## src/rtl/sdp_x_alu_out_arb_if.sv

```systemverilog
`default_nettype none
// ============================================================================
// Module   : sdp_x_alu_out_arb_if
// Purpose  : Bundles the two ALU lane request streams and the shared output
//            stream of the SDP ALU output arbiter.
// Signals  : req0_vld/req0_rdy/req0_pd  lane 0 request handshake + payload
//            req1_vld/req1_rdy/req1_pd  lane 1 request handshake + payload
//            out_vld/out_rdy/out_pd     arbitrated output handshake + payload
//            out_src                    lane that produced out_pd
// Modports : master - the arbiter (drives rdy's and the output stream)
//            slave  - the environment (lanes and downstream consumer)
// Revision : 1.0 - initial release
// ============================================================================
interface sdp_x_alu_out_arb_if #(
  parameter int DATA_W = 32
);
  logic              req0_vld;
  logic              req0_rdy;
  logic [DATA_W-1:0] req0_pd;
  logic              req1_vld;
  logic              req1_rdy;
  logic [DATA_W-1:0] req1_pd;
  logic              out_vld;
  logic              out_rdy;
  logic [DATA_W-1:0] out_pd;
  logic              out_src;

  modport master (
    input  req0_vld, req0_pd, req1_vld, req1_pd, out_rdy,
    output req0_rdy, req1_rdy, out_vld, out_pd, out_src
  );

  modport slave (
    output req0_vld, req0_pd, req1_vld, req1_pd, out_rdy,
    input  req0_rdy, req1_rdy, out_vld, out_pd, out_src
  );
endinterface
`default_nettype wire

```

## src/rtl/sdp_x_alu_out_arb.sv

```systemverilog
`default_nettype none
// ============================================================================
// Module   : sdp_x_alu_out_arb
// Purpose  : Two-lane round-robin arbiter sharing the SDP ALU output stream.
//            One registered output stage (1-cycle latency, 1 word/cycle),
//            output held stable under backpressure, enable gate for new
//            grants and a saturating backpressure-cycle counter.
// Ports    : nvdla_core_clk   clock, rising edge
//            nvdla_core_rstn  asynchronous active-low reset
//            cfg_en           1 = new grants allowed
//            cfg_stall_clr    synchronous clear of stall_cnt
//            bus              request/output streams (master modport)
//            stall_cnt        saturating count of out_vld & !out_rdy cycles
// Revision : 1.0 - initial release
// ============================================================================
module sdp_x_alu_out_arb #(
  parameter int DATA_W = 32,
  parameter int CNT_W  = 16
) (
  input  wire                     nvdla_core_clk,
  input  wire                     nvdla_core_rstn,
  input  wire                     cfg_en,
  input  wire                     cfg_stall_clr,
  sdp_x_alu_out_arb_if.master     bus,
  output logic [CNT_W-1:0]        stall_cnt
);

  localparam logic [CNT_W-1:0] c_cnt_max = {CNT_W{1'b1}};

  logic              r_out_vld;
  logic [DATA_W-1:0] r_out_pd;
  logic              r_out_src;
  logic              r_last_gnt;   // 1 after reset so lane 0 wins first contention
  logic [CNT_W-1:0]  r_stall_cnt;

  logic w_slot_free;
  logic w_gnt0;
  logic w_gnt1;
  logic w_xfer0;
  logic w_xfer1;
  logic w_stall;

  // Slot is free when empty or when the held word leaves this cycle; this is
  // what lets a new word load in the same cycle the old one drains.
  assign w_slot_free = !r_out_vld || bus.out_rdy;
  assign w_stall     = r_out_vld && !bus.out_rdy;

  // Grant depends only on request valids, last winner and enable, so rdy
  // never has a combinational path from the output payload.
  always_comb begin
    w_gnt0 = 1'b0;
    w_gnt1 = 1'b0;
    if (cfg_en) begin
      if (bus.req0_vld && bus.req1_vld) begin
        w_gnt0 = r_last_gnt;
        w_gnt1 = !r_last_gnt;
      end else begin
        w_gnt0 = bus.req0_vld;
        w_gnt1 = bus.req1_vld;
      end
    end
  end

  assign bus.req0_rdy = w_gnt0 && w_slot_free;
  assign bus.req1_rdy = w_gnt1 && w_slot_free;

  assign w_xfer0 = w_gnt0 && bus.req0_vld && w_slot_free;
  assign w_xfer1 = w_gnt1 && bus.req1_vld && w_slot_free;

  // Output stage and priority pointer. Priority only rotates on an actual
  // transfer, so a granted-but-blocked lane keeps its turn.
  always_ff @(posedge nvdla_core_clk or negedge nvdla_core_rstn) begin
    if (!nvdla_core_rstn) begin
      r_out_vld  <= 1'b0;
      r_out_pd   <= '0;
      r_out_src  <= 1'b0;
      r_last_gnt <= 1'b1;
    end else begin
      if (w_xfer0) begin
        r_out_vld  <= 1'b1;
        r_out_pd   <= bus.req0_pd;
        r_out_src  <= 1'b0;
        r_last_gnt <= 1'b0;
      end else if (w_xfer1) begin
        r_out_vld  <= 1'b1;
        r_out_pd   <= bus.req1_pd;
        r_out_src  <= 1'b1;
        r_last_gnt <= 1'b1;
      end else if (bus.out_rdy) begin
        // Held word (if any) drained with nothing to replace it; payload and
        // source are left as they were.
        r_out_vld <= 1'b0;
      end
    end
  end

  // Saturating stall counter; clear wins over a same-cycle increment.
  always_ff @(posedge nvdla_core_clk or negedge nvdla_core_rstn) begin
    if (!nvdla_core_rstn) begin
      r_stall_cnt <= '0;
    end else if (cfg_stall_clr) begin
      r_stall_cnt <= '0;
    end else if (w_stall && (r_stall_cnt != c_cnt_max)) begin
      r_stall_cnt <= r_stall_cnt + 1'b1;
    end
  end

  assign bus.out_vld = r_out_vld;
  assign bus.out_pd  = r_out_pd;
  assign bus.out_src = r_out_src;
  assign stall_cnt   = r_stall_cnt;

endmodule
`default_nettype wire

```

## src/flat_wrapper.sv

```systemverilog
// flat-port wrapper written by rule: the top's interface ports become plain ports
module sdp_x_alu_out_arb_flat 
#(
  parameter int DATA_W = 32,
  parameter int CNT_W  = 16
)
  (nvdla_core_clk, nvdla_core_rstn, cfg_en, cfg_stall_clr, stall_cnt, bus_req0_vld, bus_req0_pd, bus_req1_vld, bus_req1_pd, bus_out_rdy, bus_req0_rdy, bus_req1_rdy, bus_out_vld, bus_out_pd, bus_out_src);
  sdp_x_alu_out_arb_if #(.DATA_W(DATA_W)) bus_i ();
  input  wire nvdla_core_clk;
  input  wire nvdla_core_rstn;
  input  wire cfg_en;
  input  wire cfg_stall_clr;
  output logic [CNT_W-1:0] stall_cnt;
  input wire logic [$bits(bus_i.req0_vld)-1:0] bus_req0_vld;
  input wire logic [$bits(bus_i.req0_pd)-1:0] bus_req0_pd;
  input wire logic [$bits(bus_i.req1_vld)-1:0] bus_req1_vld;
  input wire logic [$bits(bus_i.req1_pd)-1:0] bus_req1_pd;
  input wire logic [$bits(bus_i.out_rdy)-1:0] bus_out_rdy;
  output wire logic [$bits(bus_i.req0_rdy)-1:0] bus_req0_rdy;
  output wire logic [$bits(bus_i.req1_rdy)-1:0] bus_req1_rdy;
  output wire logic [$bits(bus_i.out_vld)-1:0] bus_out_vld;
  output wire logic [$bits(bus_i.out_pd)-1:0] bus_out_pd;
  output wire logic [$bits(bus_i.out_src)-1:0] bus_out_src;
  assign bus_i.req0_vld = bus_req0_vld;
  assign bus_i.req0_pd = bus_req0_pd;
  assign bus_i.req1_vld = bus_req1_vld;
  assign bus_i.req1_pd = bus_req1_pd;
  assign bus_i.out_rdy = bus_out_rdy;
  assign bus_req0_rdy = bus_i.req0_rdy;
  assign bus_req1_rdy = bus_i.req1_rdy;
  assign bus_out_vld = bus_i.out_vld;
  assign bus_out_pd = bus_i.out_pd;
  assign bus_out_src = bus_i.out_src;
  sdp_x_alu_out_arb #(.DATA_W(DATA_W), .CNT_W(CNT_W)) u_core (.nvdla_core_clk(nvdla_core_clk), .nvdla_core_rstn(nvdla_core_rstn), .cfg_en(cfg_en), .cfg_stall_clr(cfg_stall_clr), .bus(bus_i), .stall_cnt(stall_cnt));
endmodule
```

## config.mk

```make
export PLATFORM = sky130hd
export DESIGN_NAME = sdp_x_alu_out_arb_flat
export DESIGN_NICKNAME = d
export VERILOG_FILES = /design/src/rtl/sdp_x_alu_out_arb_if.sv /design/src/rtl/sdp_x_alu_out_arb.sv /design/src/flat_wrapper.sv
export SDC_FILE = /design/constraint.sdc
export NUM_CORES = 1
export LEC_CHECK = 0
export ABC_AREA = 0
export BUFFER_PORTS_ARGS = -buffer_cell sky130_fd_sc_hd__buf_4
export CORE_ASPECT_RATIO = 1.75
export CORE_MARGIN = 3
export CORE_UTILIZATION = 41
export CTS_BUF_LIST = sky130_fd_sc_hd__clkbuf_16
export CTS_CLUSTER_DIAMETER = 120
export CTS_CLUSTER_SIZE = 25
export DETAILED_ROUTE_END_ITERATION = 6
export HOLD_SLACK_MARGIN = 0.06
export PLACE_DENSITY_LB_ADDON = 0.05
export SLEW_MARGIN = 20
export SYNTH_ARGS = -nofsm -noshare
export SYNTH_HDL_FRONTEND = slang
export SYNTH_SLANG_ARGS = --single-unit
```

## constraint.sdc

```tcl
create_clock -name nvdla_core_clk -period 1.8 [get_ports nvdla_core_clk]
set_input_delay 0.27 -clock nvdla_core_clk [delete_from_list [all_inputs] [get_ports nvdla_core_clk]]
set_output_delay 0.27 -clock nvdla_core_clk [all_outputs]
set_load 0.02 [all_outputs]
```

* Word level (Yosys, flattened, before mapping) *
Cells that the tools add are included.

storage, ports and cells
  word-level logic and storage cells = 36
  output and inout port bits = 52
  bits in registers = 51
  input bits = 71

operators by class
  reduce and logical (&&, ||, !) cells = 16
  equal/unequal tests = 1
  multiplexer cells = 13
  $add $sub $neg = 1

operators by type and width
  cell                   number
  $mux 32                2
  $mux 16                2
  $add 16x1->16 const B  1
  $ne 16x16->1 const B   1
  $logic_and 1x1->1      9
  $mux 1                 9
  $reduce_bool 2->1      2
  $logic_not 1->1        3
  $reduce_bool 3->1      1
  $logic_or 1x1->1       1

* Depth between registers and ports, before layout *
Gate-level depths: netlist (run 1).

  word-level depth = 7
  depth in mapped cells = 6
  gate-level depth less buffers = 5

* Worst setup path after synthesis (run 1) *
Ideal clock, no wire load.

  path kind = reg-to-reg
  from = register u_core.r_stall_cnt[5] (netlist: u_core.stall_cnt[5])
  to = register u_core.r_stall_cnt[13] (netlist: u_core.stall_cnt[13])
  buffers on the path = 0
  arrival time = 1.886 ns
  library setup time = 0.120 ns
  required time = 1.680 ns
  clock period less this slack = 2.006 ns
  cell stages (with the launch flop) = 5
  slack = -0.206 ns
  path through = dfrtp_1 -> nand3_2 -> or4_4 -> or4b_1 -> and3_1

between the ends
  cells in the longest elaborated chain, start to end = 3
  elaborated cells on any way between the ends = 6
  those cells by class = add/sub: 1; eq/ne: 1; mux: 2; reduce/logical: 2

ends and longest elaborated chain
  element                                               line                                                text
  from (decl)                                           sdp_x_alu_out_arb.sv:34                             logic [CNT_W-1:0] r_stall_cnt;
  from (signal assigned)                                sdp_x_alu_out_arb.sv:104                            r_stall_cnt <= r_stall_cnt + 1'b1;
  $add 16x1->16 / $ne 16x16->1 (equally long branches)  sdp_x_alu_out_arb.sv:104, sdp_x_alu_out_arb.sv:103
  $mux 16 / $logic_and 1x1->1 (equally long branches)   sdp_x_alu_out_arb.sv:103                            end else if (w_stall && (r_stall_cnt != c_cnt_max)) begin
  $mux 16 / $reduce_bool 2->1 (equally long branches)   n/a

Several ways; a longest one is shown, not always the timed one. The select of a mux whose other input is x is not followed.
A chain may end at the register's enable or synchronous reset.

* Worst setup path in the final report (run 1) *
  from = register u_core.r_out_vld (netlist: u_core.bus.out_vld)
  to = register u_core.r_stall_cnt[13] (netlist: u_core.stall_cnt[13])

between the ends
  cells in the longest elaborated chain, start to end = 3

ends and longest elaborated chain
  element                      line                      text
  from (decl)                  sdp_x_alu_out_arb.sv:30   logic r_out_vld;
  from (signal assigned)       sdp_x_alu_out_arb.sv:74   r_out_vld <= 1'b0;
  from (signal assigned)       sdp_x_alu_out_arb.sv:80   r_out_vld <= 1'b1;
  from (signal assigned)       sdp_x_alu_out_arb.sv:85   r_out_vld <= 1'b1;
  $logic_and 1x1->1            sdp_x_alu_out_arb.sv:46   assign w_stall = r_out_vld && !bus.out_rdy;
  $logic_and 1x1->1            sdp_x_alu_out_arb.sv:103
  $reduce_bool 2->1 (no line)  n/a

Every way passes these cells.

==> impl_metrics.toml, run 1 <==
[timing]
rsz0062_at_grt = "true"
slew_headroom_pct = 56.57
hold_violations = 0
fin_crit_sh_pct = 101.5
setup_viol = 1
clock_skew_ps = 11.27
finalCriticalPeriod_ps = 1827
fmax_mhz = 547.2
holdWs_ps = 186.2
worstMarginPinSlew_ps = 651.4
slew_violations = 0
setup_ws_ps = -27.48
finalSetupTns_ps = -27.48

[routing]
routed_wl_um = 8027
drtIter0Drc = 138
via_per_inst = 5.709
routedWlPerCell_um = 18.08
post-route-drc-count = 0
dr.pass1.iters = 4
via_count = 2535
ant_nets = 0

[synthesis]
synth_area_mm2 = 0.002415
syn_avg_cell_area_um2 = 10.98
ys_types = 39
synthCells = 220
synthTopCellsByArea = "dfrtp_1 (52%), a221o_1 (13%), and3_1 (8.8%)"
synth-seq-area-share_pct = 52.90
synth_top_area_share_pct = 51.81
synth_top_area_cell = "dfrtp_1"
synth-seq-cells = 51
syn-num-nets = 292
yosysWarnings = 0

[cells_and_area]
final_nets = 439
fin_util_pct = 69.98
antenna_cells = 0
layout_commonest_cell = "buf_4"
syn2layout_area_growth_pct = 63.16
drive_gt1_share_pct = 52.72
stdcell_area_mm2 = 0.003940
final_cell_mix = "buf_4 (151), dfrtp_1 (37), and3_1 (34), a221o_1 (32), dfrtp_2 (13)"

[grt]
track_usage_pct = 23.38
grt_pass1_vias = 2526
gr-total-overflow = 0
antenna_found_initial = 0
grt_pass1_wl_um = 12630
grt_max_degree = 52

[floorplanning]
rows = 36
die_y_um = 107.5
core_area_mm2 = 0.005630
die_w_um = 64.02
dieArea_mm2 = 0.006883
start_util_pct = 42.89
io_pins = 123

[power_and_ir_drop]
max-vdd-ir-drop_v = 0.0005833
power_mw = 4.038
p_int_mw = 2.768
p_sw_share_pct = 31.47
power.share.combinational_pct = 35.1
powerDensity_mw_per_mm2 = 1025
clock_power_share_pct = 26.6
p_switching_mw = 1.271
leakage_nw = 1.931
seqPwrFrac_pct = 38.3

[setup_path]
worstSetupPathType = "flop to flop"
reg2reg_from = "u_core.bus.out_vld"
cp_data_arrival_time_ps = 2000
r2r-end = "u_core.stall_cnt[13]"
required_ps = 1970
crit_start = "u_core.bus.out_vld"
critPathCaptureType = "flop"
crit_fanout = 5
crit_chain = "nand3b_1 > or4_4 > or4b_1 > and3_1"
reg2reg_setup_slack_ps = -30
cp-start-kind = "flop"
cp_slowest_stage_delay_ps = 570
worst-r2r-cell-count = 4
crit_path_top_delay_cell = "or4_4"

[worst_hold_path]
whs_path_depth = 2
hold-path-endpoint = "u_core.r_last_gnt"
hold_path.class = "primary input to flop"
worstHoldStart = "bus_req0_vld"

[cts]
worstSkewPairLatency_ps = 290
cts_buffer_depth = 2
cts_sinks = 51
clkSlewWorstSetupHoldPaths_ps = 70
cts_tree = "yes"
cts_made_buffers = 5
htreeDepth = 2
cts_root_buffer = "clkbuf_16"

[placement]
gp_congestion = 0.8788
dpl.hpwl_um = 5673
place_area_mm2 = 0.003622
io_buffer_count = 122

[run_status]
status = "complete, but fails checks"
violations = "negative setup slack"

[run]
drv_cap = 0
layer usage:
layer  vias to the layer above  routed length, um  global-route usage [%]
met1                      1262               3015                   28.33
li1                       1177                  -                       -
met3                        12                393                   4.284
met2                        84               4453                   41.38
met5                         -                  0                       0
met4                         0                164                   7.110
worst max-delay path by stage:
stage | end | depth (start not counted)
after global placement | u_core.stall_cnt[13] | 5
after detailed placement | u_core.stall_cnt[13] | 5
final | u_core.stall_cnt[13] | 4
after floorplan | u_core.stall_cnt[13] | 4
after global routing | u_core.stall_cnt[13] | 4
after CTS | u_core.stall_cnt[13] | 4
cell usage after synthesis (all sizes together):
cell / number
and2: 1
nor4: 2
o21bai: 1
inv: 5
nand3b: 2
and3: 34
o211a: 1
buf: 3
ha: 1
nor2: 1
a31oi: 1
or3: 9
or4b: 2
o311ai: 2
o2111ai: 1
o31ai: 3
o21ai: 7
nor2b: 2
o211ai: 1
nand3: 7
o41ai: 3
o21a: 1
nand2: 6
dfrtp: 50
clkbuf: 12
a21oi: 11
clkinv: 1
a41oi: 1
a221o: 32
nand4: 7
dfstp: 1
nor3: 3
or4: 3
a311oi: 1
or2: 1
nand2b: 1
through the flow:
step | setup WS [ps] | std cells
2_1_floorplan | -24.17 | 220
3_3_place_gp | -78.51 | 430
3_5_place_dp | -89.73 | 430
4_1_cts | -16.95 | 440
5_1_grt | -59.60 | 444
6_report | -27.48 | 444
flip-flops by register name, summed over array words and instances, names as in the netlist:
register            count
u_core.bus.out_src      1
u_core.bus.out_pd      32
u_core.bus.out_vld      1
u_core.r_last_gnt       1
u_core.stall_cnt       16
worst max-delay path, delay by kind of cell (launching register included):
family        cells  cell delay (ps)
simple gates      4             1320
flops             1              390
repair_timing:
item / CTS / global route
gates cloned: 0 / 1
gates resized for setup: 2 / 15
hold buffers: 1 / 0
buffers inserted: 1 / 4
pin swaps: 0 / 8
endpoints found under the setup margin: 3 / 9
endpoints found under the hold margin: 50 / 0
power by group through the flow:
| stage | logic, mW | registers [mW] | clock network, mW |
|---|---|---|---|
| 5_1_grt | 1.52 | 1.58 | 1.14 |
| 3_3_place_gp | 1.37 | 1.55 | 0 |
| 3_5_place_dp | 1.40 | 1.54 | 0 |
| 6_report | 1.42 | 1.54 | 1.08 |
| 2_1_floorplan | 0.423 | 1.83 | 0 |
| 4_1_cts | 1.40 | 1.54 | 1.09 |
cell type report:
cell class / instances / area (um2)
clock buffer: 5 / 125.1
clock inverter: 3 / 41.29
fill: 459 / 1690
inverter: 6 / 23.77
multi-input combinational: 148 / 1161
sequential: 51 / 1294
tap: 76 / 95.09
timing repair buffer: 155 / 1200
cell families after synthesis:
logic type	share of synthesized area, %
simple gates	20.88
buf+inv	3.264
compound gates	22.44
fa+ha+maj	0.5181
flops	52.90
Note: power is estimated with default switching activity, not from simulation.
==> run 2, diff against run 1 <==
--- a/config.mk
+++ b/config.mk
@@ -20,3 +20,4 @@
 export SYNTH_ARGS = -nofsm -noshare
 export SYNTH_HDL_FRONTEND = slang
 export SYNTH_SLANG_ARGS = --single-unit
+export TNS_END_PERCENT = 10
==> run 2 against run 1 <==
Effect of this change:
- the flow still finishes with violations (negative setup slack)
- setup slack better by 13 ps
- global-route usage down 0.80 points
- sequential share of layout area up 0.64 points
- core utilization down 1.3 points
- first-iteration DRC count down 20%
- cell count down 0.45%
- critical path depth unchanged
- clock power down 17%
- largest power group unchanged
- register-to-register slack about the same
- count of clock-buffer cells in the layout unchanged
==> impl_metrics.toml, run 2 (synthesis results as in run 1) <==
[run_status]
status = "complete, but fails checks"
violations = "negative setup slack"

[cells_and_area]
largest_reg_flops = 32
final_nets = 437
num-fill-cells = 460
stdcell_area_mm2 = 0.003865
layout_commonest_cell = "buf_4"
drive_gt1_share_pct = 51.37
final_cell_mix = "buf_4 (146), dfrtp_1 (37), and3_1 (34), a221o_1 (32), dfrtp_2 (13)"
multiInputGateArea_mm2 = 0.001112
antenna_cells = 0
final-seq-area_mm2 = 0.001294
fin_util_pct = 68.64
syn2layout_area_growth_pct = 60.05

[setup_path]
cp-start-kind = "flop"
required_ps = 1970
cp_slowest_stage_delay_ps = 550
crit_fanout = 6
crit_path_top_delay_cell = "or4_4"
crit_chain = "nand3_1 > or4_4 > or4b_1 > and3_1"
crit_family = "simple AND/OR/NAND/NOR gates"
crit_start = "u_core.stall_cnt[3]"
worst-r2r-cell-count = 4
crit_buf_inv = 0
critPathCaptureType = "flop"
reg2reg_setup_slack_ps = -10
cp_data_arrival_time_ps = 1980
reg2reg_from = "u_core.stall_cnt[3]"
worstSetupPathType = "flop to flop"
r2r-end = "u_core.stall_cnt[13]"

[grt]
grt_max_degree = 52
antenna_found_initial = 0
grt_pass1_vias = 2612
grt_pass1_wl_um = 12230
track_usage_pct = 22.57
gr-total-overflow = 0

[floorplanning]
io_pins = 123
die_w_um = 64.02
start_util_pct = 42.89
die_y_um = 107.5
dieArea_mm2 = 0.006883
core_area_mm2 = 0.005630
rows = 36

[timing]
setup_viol = 1
finalCriticalPeriod_ps = 1815
fmax_mhz = 551.0
fin_crit_sh_pct = 100.8
finalSetupTns_ps = -14.87
setup_ws_ps = -14.87
hold_violations = 0
clock_skew_ps = 3.976
slew_violations = 0
worstMarginPinSlew_ps = 647.5
rsz0062_at_grt = "true"
slew_headroom_pct = 56.83

[worst_hold_path]
worstHoldStart = "bus_req0_vld"
hold-path-endpoint = "u_core.r_last_gnt"
hold_path.class = "primary input to flop"
whs_path_depth = 2

[placement]
io_buffer_count = 122
place_area_mm2 = 0.003580
dpl.hpwl_um = 5501
gp_congestion = 0.8467

[routing]
drtIter0Drc = 111
ant_nets = 0
routedWlPerCell_um = 17.24
dr.pass1.iters = 4
via_count = 2512
routed_wl_um = 7618
via_per_inst = 5.683
post-route-drc-count = 0

[power_and_ir_drop]
leakage_nw = 1.908
max-vdd-ir-drop_v = 0.0005924
powerDensity_mw_per_mm2 = 997.1

[cts]
worstSkewPairLatency_ps = 280
clkSlewWorstSetupHoldPaths_ps = 60
cts_root_buffer = "clkbuf_16"
cts_buffer_depth = 2
cts_sinks = 51
cts_tree = "yes"
htreeDepth = 2
cts_made_buffers = 5

[run]
drv_cap = 0
[run 2: cell count changes in the layout (fill, tap and decap cells not counted), moves of 2 or more]
cell / previous run / this run
a21oi_1: 8 / 10
or3_2: 1 / 3
buf_6: 1 / 4
or3_4: 3 / 1
a21oi_2: 3 / 1
buf_4: 151 / 146
[run 2: per-stage QoR]
stage | total power, mW | std cells | setup slack, ps | hold WS, ps
2_1_floorplan | 2.249 | 220 | -24.17 | -25.59
3_3_place_gp | 2.904 | 426 | -107.5 | 347.7
3_5_place_dp | 2.937 | 426 | -157.1 | 338.7
4_1_cts | 3.895 | 441 | -16.98 | 186.0
5_1_grt | 4.032 | 442 | -54.13 | 188.2
6_report | 3.854 | 442 | -14.87 | 187.5
[run 2: metal layers]
metal / routed length, um / global-route usage, %
met1: 2755 / 24.97
met2: 4324 / 42.64
met3: 446 / 3.971
met4: 92 / 6.955
met5: 0 / 0
[run 2: how the worst max path moves through the flow]
stage	to	slack (ps)	cells after the start
floorplan	u_core.stall_cnt[13]	-20	4
global placement	u_core.stall_cnt[13]	-110	5
detailed placement	u_core.stall_cnt[13]	-160	5
CTS	u_core.stall_cnt[13]	-20	4
global route	u_core.stall_cnt[13]	-50	4
finish	u_core.stall_cnt[13]	-10	4
[run 2: worst reg2reg max path: stages (launching register included)]
cell	delay (ps)
dfrtp_2	350
nand3_1	130
or4_4	550
or4b_1	490
and3_1	180
[run 2: layout make-up]
type	count	share of cell area, %
well taps	76	2.460
repair buffers	153	31.14
clock inverters	3	0.3237
flip-flops and latches	51	33.47
clock buffers	5	3.237
multi-input cells	148	28.78
inverters	6	0.5827
[run 2: what timing repair did]
item	in CTS	in global routing
buffers inserted	5	2
resized for setup	8	7
endpoints found under the setup margin	34	30
cloned	1	0
hold buffers	1	0
pin swaps	2	2
hold endpoints to repair	50	0
[run 2: where the power goes]
part / internal (mW) / switching (mW) / total (mW)
sequential: 1.40 / 0.141 / 1.54
combinational: 0.728 / 0.695 / 1.42
clock: 0.503 / 0.391 / 0.894
==> run 3, diff against run 2 <==
==> constraint.sdc (replaced) <==
create_clock -name nvdla_core_clk -period 1.8 [get_ports nvdla_core_clk]
set_input_delay 0.18 -clock nvdla_core_clk [delete_from_list [all_inputs] [get_ports nvdla_core_clk]]
set_output_delay 0.18 -clock nvdla_core_clk [all_outputs]
set_load 0.02 [all_outputs]
==> run 3 against run 2 <==
Effect of this change:
- the run still ends with negative setup slack left
- die area unchanged
- via count decreased by 3.9%
- cell count is 1.8% lower
- global-route usage is 1.7 points lower
- critical path depth did not move
- sequential cell count unchanged
- first-iteration DRC count grew 34%
- core utilization down 2.0 points
- combinational power down 4%
- sequential power about the same
- wire length shrank 6.2%
- largest cell class unchanged
- largest power group unchanged
==> impl_metrics.toml, run 3 (synthesis results as in run 1) <==
[timing]
finalCriticalPeriod_ps = 1829
fmax_mhz = 546.6
holdWs_ps = 90.19
worstMarginPinSlew_ps = 636.4
hold_violations = 0
finalSetupTns_ps = -29.36
slew_violations = 0
fin_crit_sh_pct = 101.6
slew_headroom_pct = 57.57
setup_ws_ps = -29.36
clock_skew_ps = 4.394
rsz0062_at_grt = "true"
setup_viol = 1

[cells_and_area]
largest_reg_flops = 32
layout_commonest_cell = "buf_4"
fin_cells = 434
antenna_cells = 0
drive_gt1_share_pct = 49.16
stdcell_area_mm2 = 0.003752
num-fill-cells = 460
syn2layout_area_growth_pct = 55.39
final_cell_mix = "buf_4 (143), dfrtp_1 (37), and3_1 (34), a221o_1 (32), dfrtp_2 (13)"
fin_util_pct = 66.64
final_nets = 429

[power_and_ir_drop]
p_sw_share_pct = 31.66
clock_power_share_pct = 23.4
leakage_nw = 1.825
seqPwrFrac_pct = 40.5
power_mw = 3.795
powerDensity_mw_per_mm2 = 1011
max-vdd-ir-drop_v = 0.0007153
p_switching_mw = 1.201
power.share.combinational_pct = 36.0
p_int_mw = 2.594

[setup_path]
required_ps = 1970
cp_data_arrival_time_ps = 2000
cp-start-kind = "flop"
worstSetupPathType = "flop to flop"
cp_slowest_stage_delay_ps = 550
crit_chain = "nand3_4 > or4_4 > or4b_1 > and3_1"
critPathCaptureType = "flop"
crit_path_top_delay_cell = "or4_4"
crit_fanout = 6

[worst_hold_path]
hold_path.class = "primary input to flop"

[grt]
grt_max_degree = 52
grt_pass1_wl_um = 11410
track_usage_pct = 20.88
gr-total-overflow = 0
antenna_found_initial = 0
grt_pass1_vias = 2419

[floorplanning]
die_w_um = 64.02
core_area_mm2 = 0.005630
start_util_pct = 42.89
die_y_um = 107.5
io_pins = 123
rows = 36
dieArea_mm2 = 0.006883

[cts]
cts_tree = "yes"
worstSkewPairLatency_ps = 280
post-cts-setup-buffers = 0
clkSlewWorstSetupHoldPaths_ps = 60
htreeDepth = 2
cts_sinks = 51
cts_buffer_depth = 2
cts_root_buffer = "clkbuf_16"
cts_made_buffers = 5

[placement]
placed_cells = 425
place_area_mm2 = 0.003585
io_buffer_count = 122
place_ws_ps = -49.94
gp_congestion = 0.8608
dpl.hpwl_um = 5327

[run_status]
violations = "negative setup slack"
status = "complete, but fails checks"

[routing]
routedWlPerCell_um = 16.46
ant_nets = 0
routed_wl_um = 7144
dr.pass1.iters = 4
via_count = 2415
post-route-drc-count = 0
via_per_inst = 5.565
drtIter0Drc = 149

[run]
drv_cap = 0
[run 3: area by class of cell]
type                            count  area [um2]  share of cell area, %
Clock buffer                        5       125.1                  3.334
Clock inverter                      3       11.26                 0.3001
Inverter                            6       22.52                 0.6002
Multi-Input combinational cell    148        1101                  29.34
Sequential cell                    51        1294                  34.48
Tap cell                           76       95.09                  2.534
Timing Repair Buffer              145        1104                  29.41
[run 3: worst max-delay path: cells and delay by family (launching register included)]
kind / cells / cell delay (ps)
AND/OR/NAND/NOR: 4 / 1280
flip-flops: 1 / 430
[run 3: repair_timing]
item | in CTS | in global routing
hold buffers | 1 | 0
endpoints found under the setup margin | 3 | 5
pin swaps | 1 | 1
hold endpoints to repair | 50 | 0
gates cloned | 0 | 0
gates resized for setup | 1 | 4
[run 3: per-layer routing]
layer	vias up	global-route usage [%]	wire length [um]	part of all wire [%]
li1	1157	-	-	-
met1	1148	24.27	2702	38
met2	95	37.90	3886	54
met3	15	3.866	404	5.7
met4	0	6.646	150	2.1
met5	-	0	0	0
[run 3: path summary, 6_finish.rpt]
kind,start,to,slack (ps),cells after the start
worst max-delay path,u_core.stall_cnt[6],u_core.stall_cnt[13],-30,4
worst max register to register,u_core.stall_cnt[6],u_core.stall_cnt[13],-30,4
max in group asynchronous,nvdla_core_rstn,u_core.stall_cnt[9],860,2
min in group asynchronous,nvdla_core_rstn,u_core.bus.out_pd[8],470,2
worst min register to register,u_core.bus.out_src,u_core.bus.out_src,500,1
worst min-delay path,bus_req0_vld,u_core.r_last_gnt,90,2
[run 3: power by group through the flow]
stage | sequential [mW] | clock [mW] | combinational (mW)
final | 1.54 | 0.889 | 1.37
after detailed placement | 1.54 | 0 | 1.38
after global routing | 1.57 | 0.954 | 1.46
after floorplan | 1.83 | 0 | 0.423
after CTS | 1.53 | 0.912 | 1.38
after global placement | 1.54 | 0 | 1.36
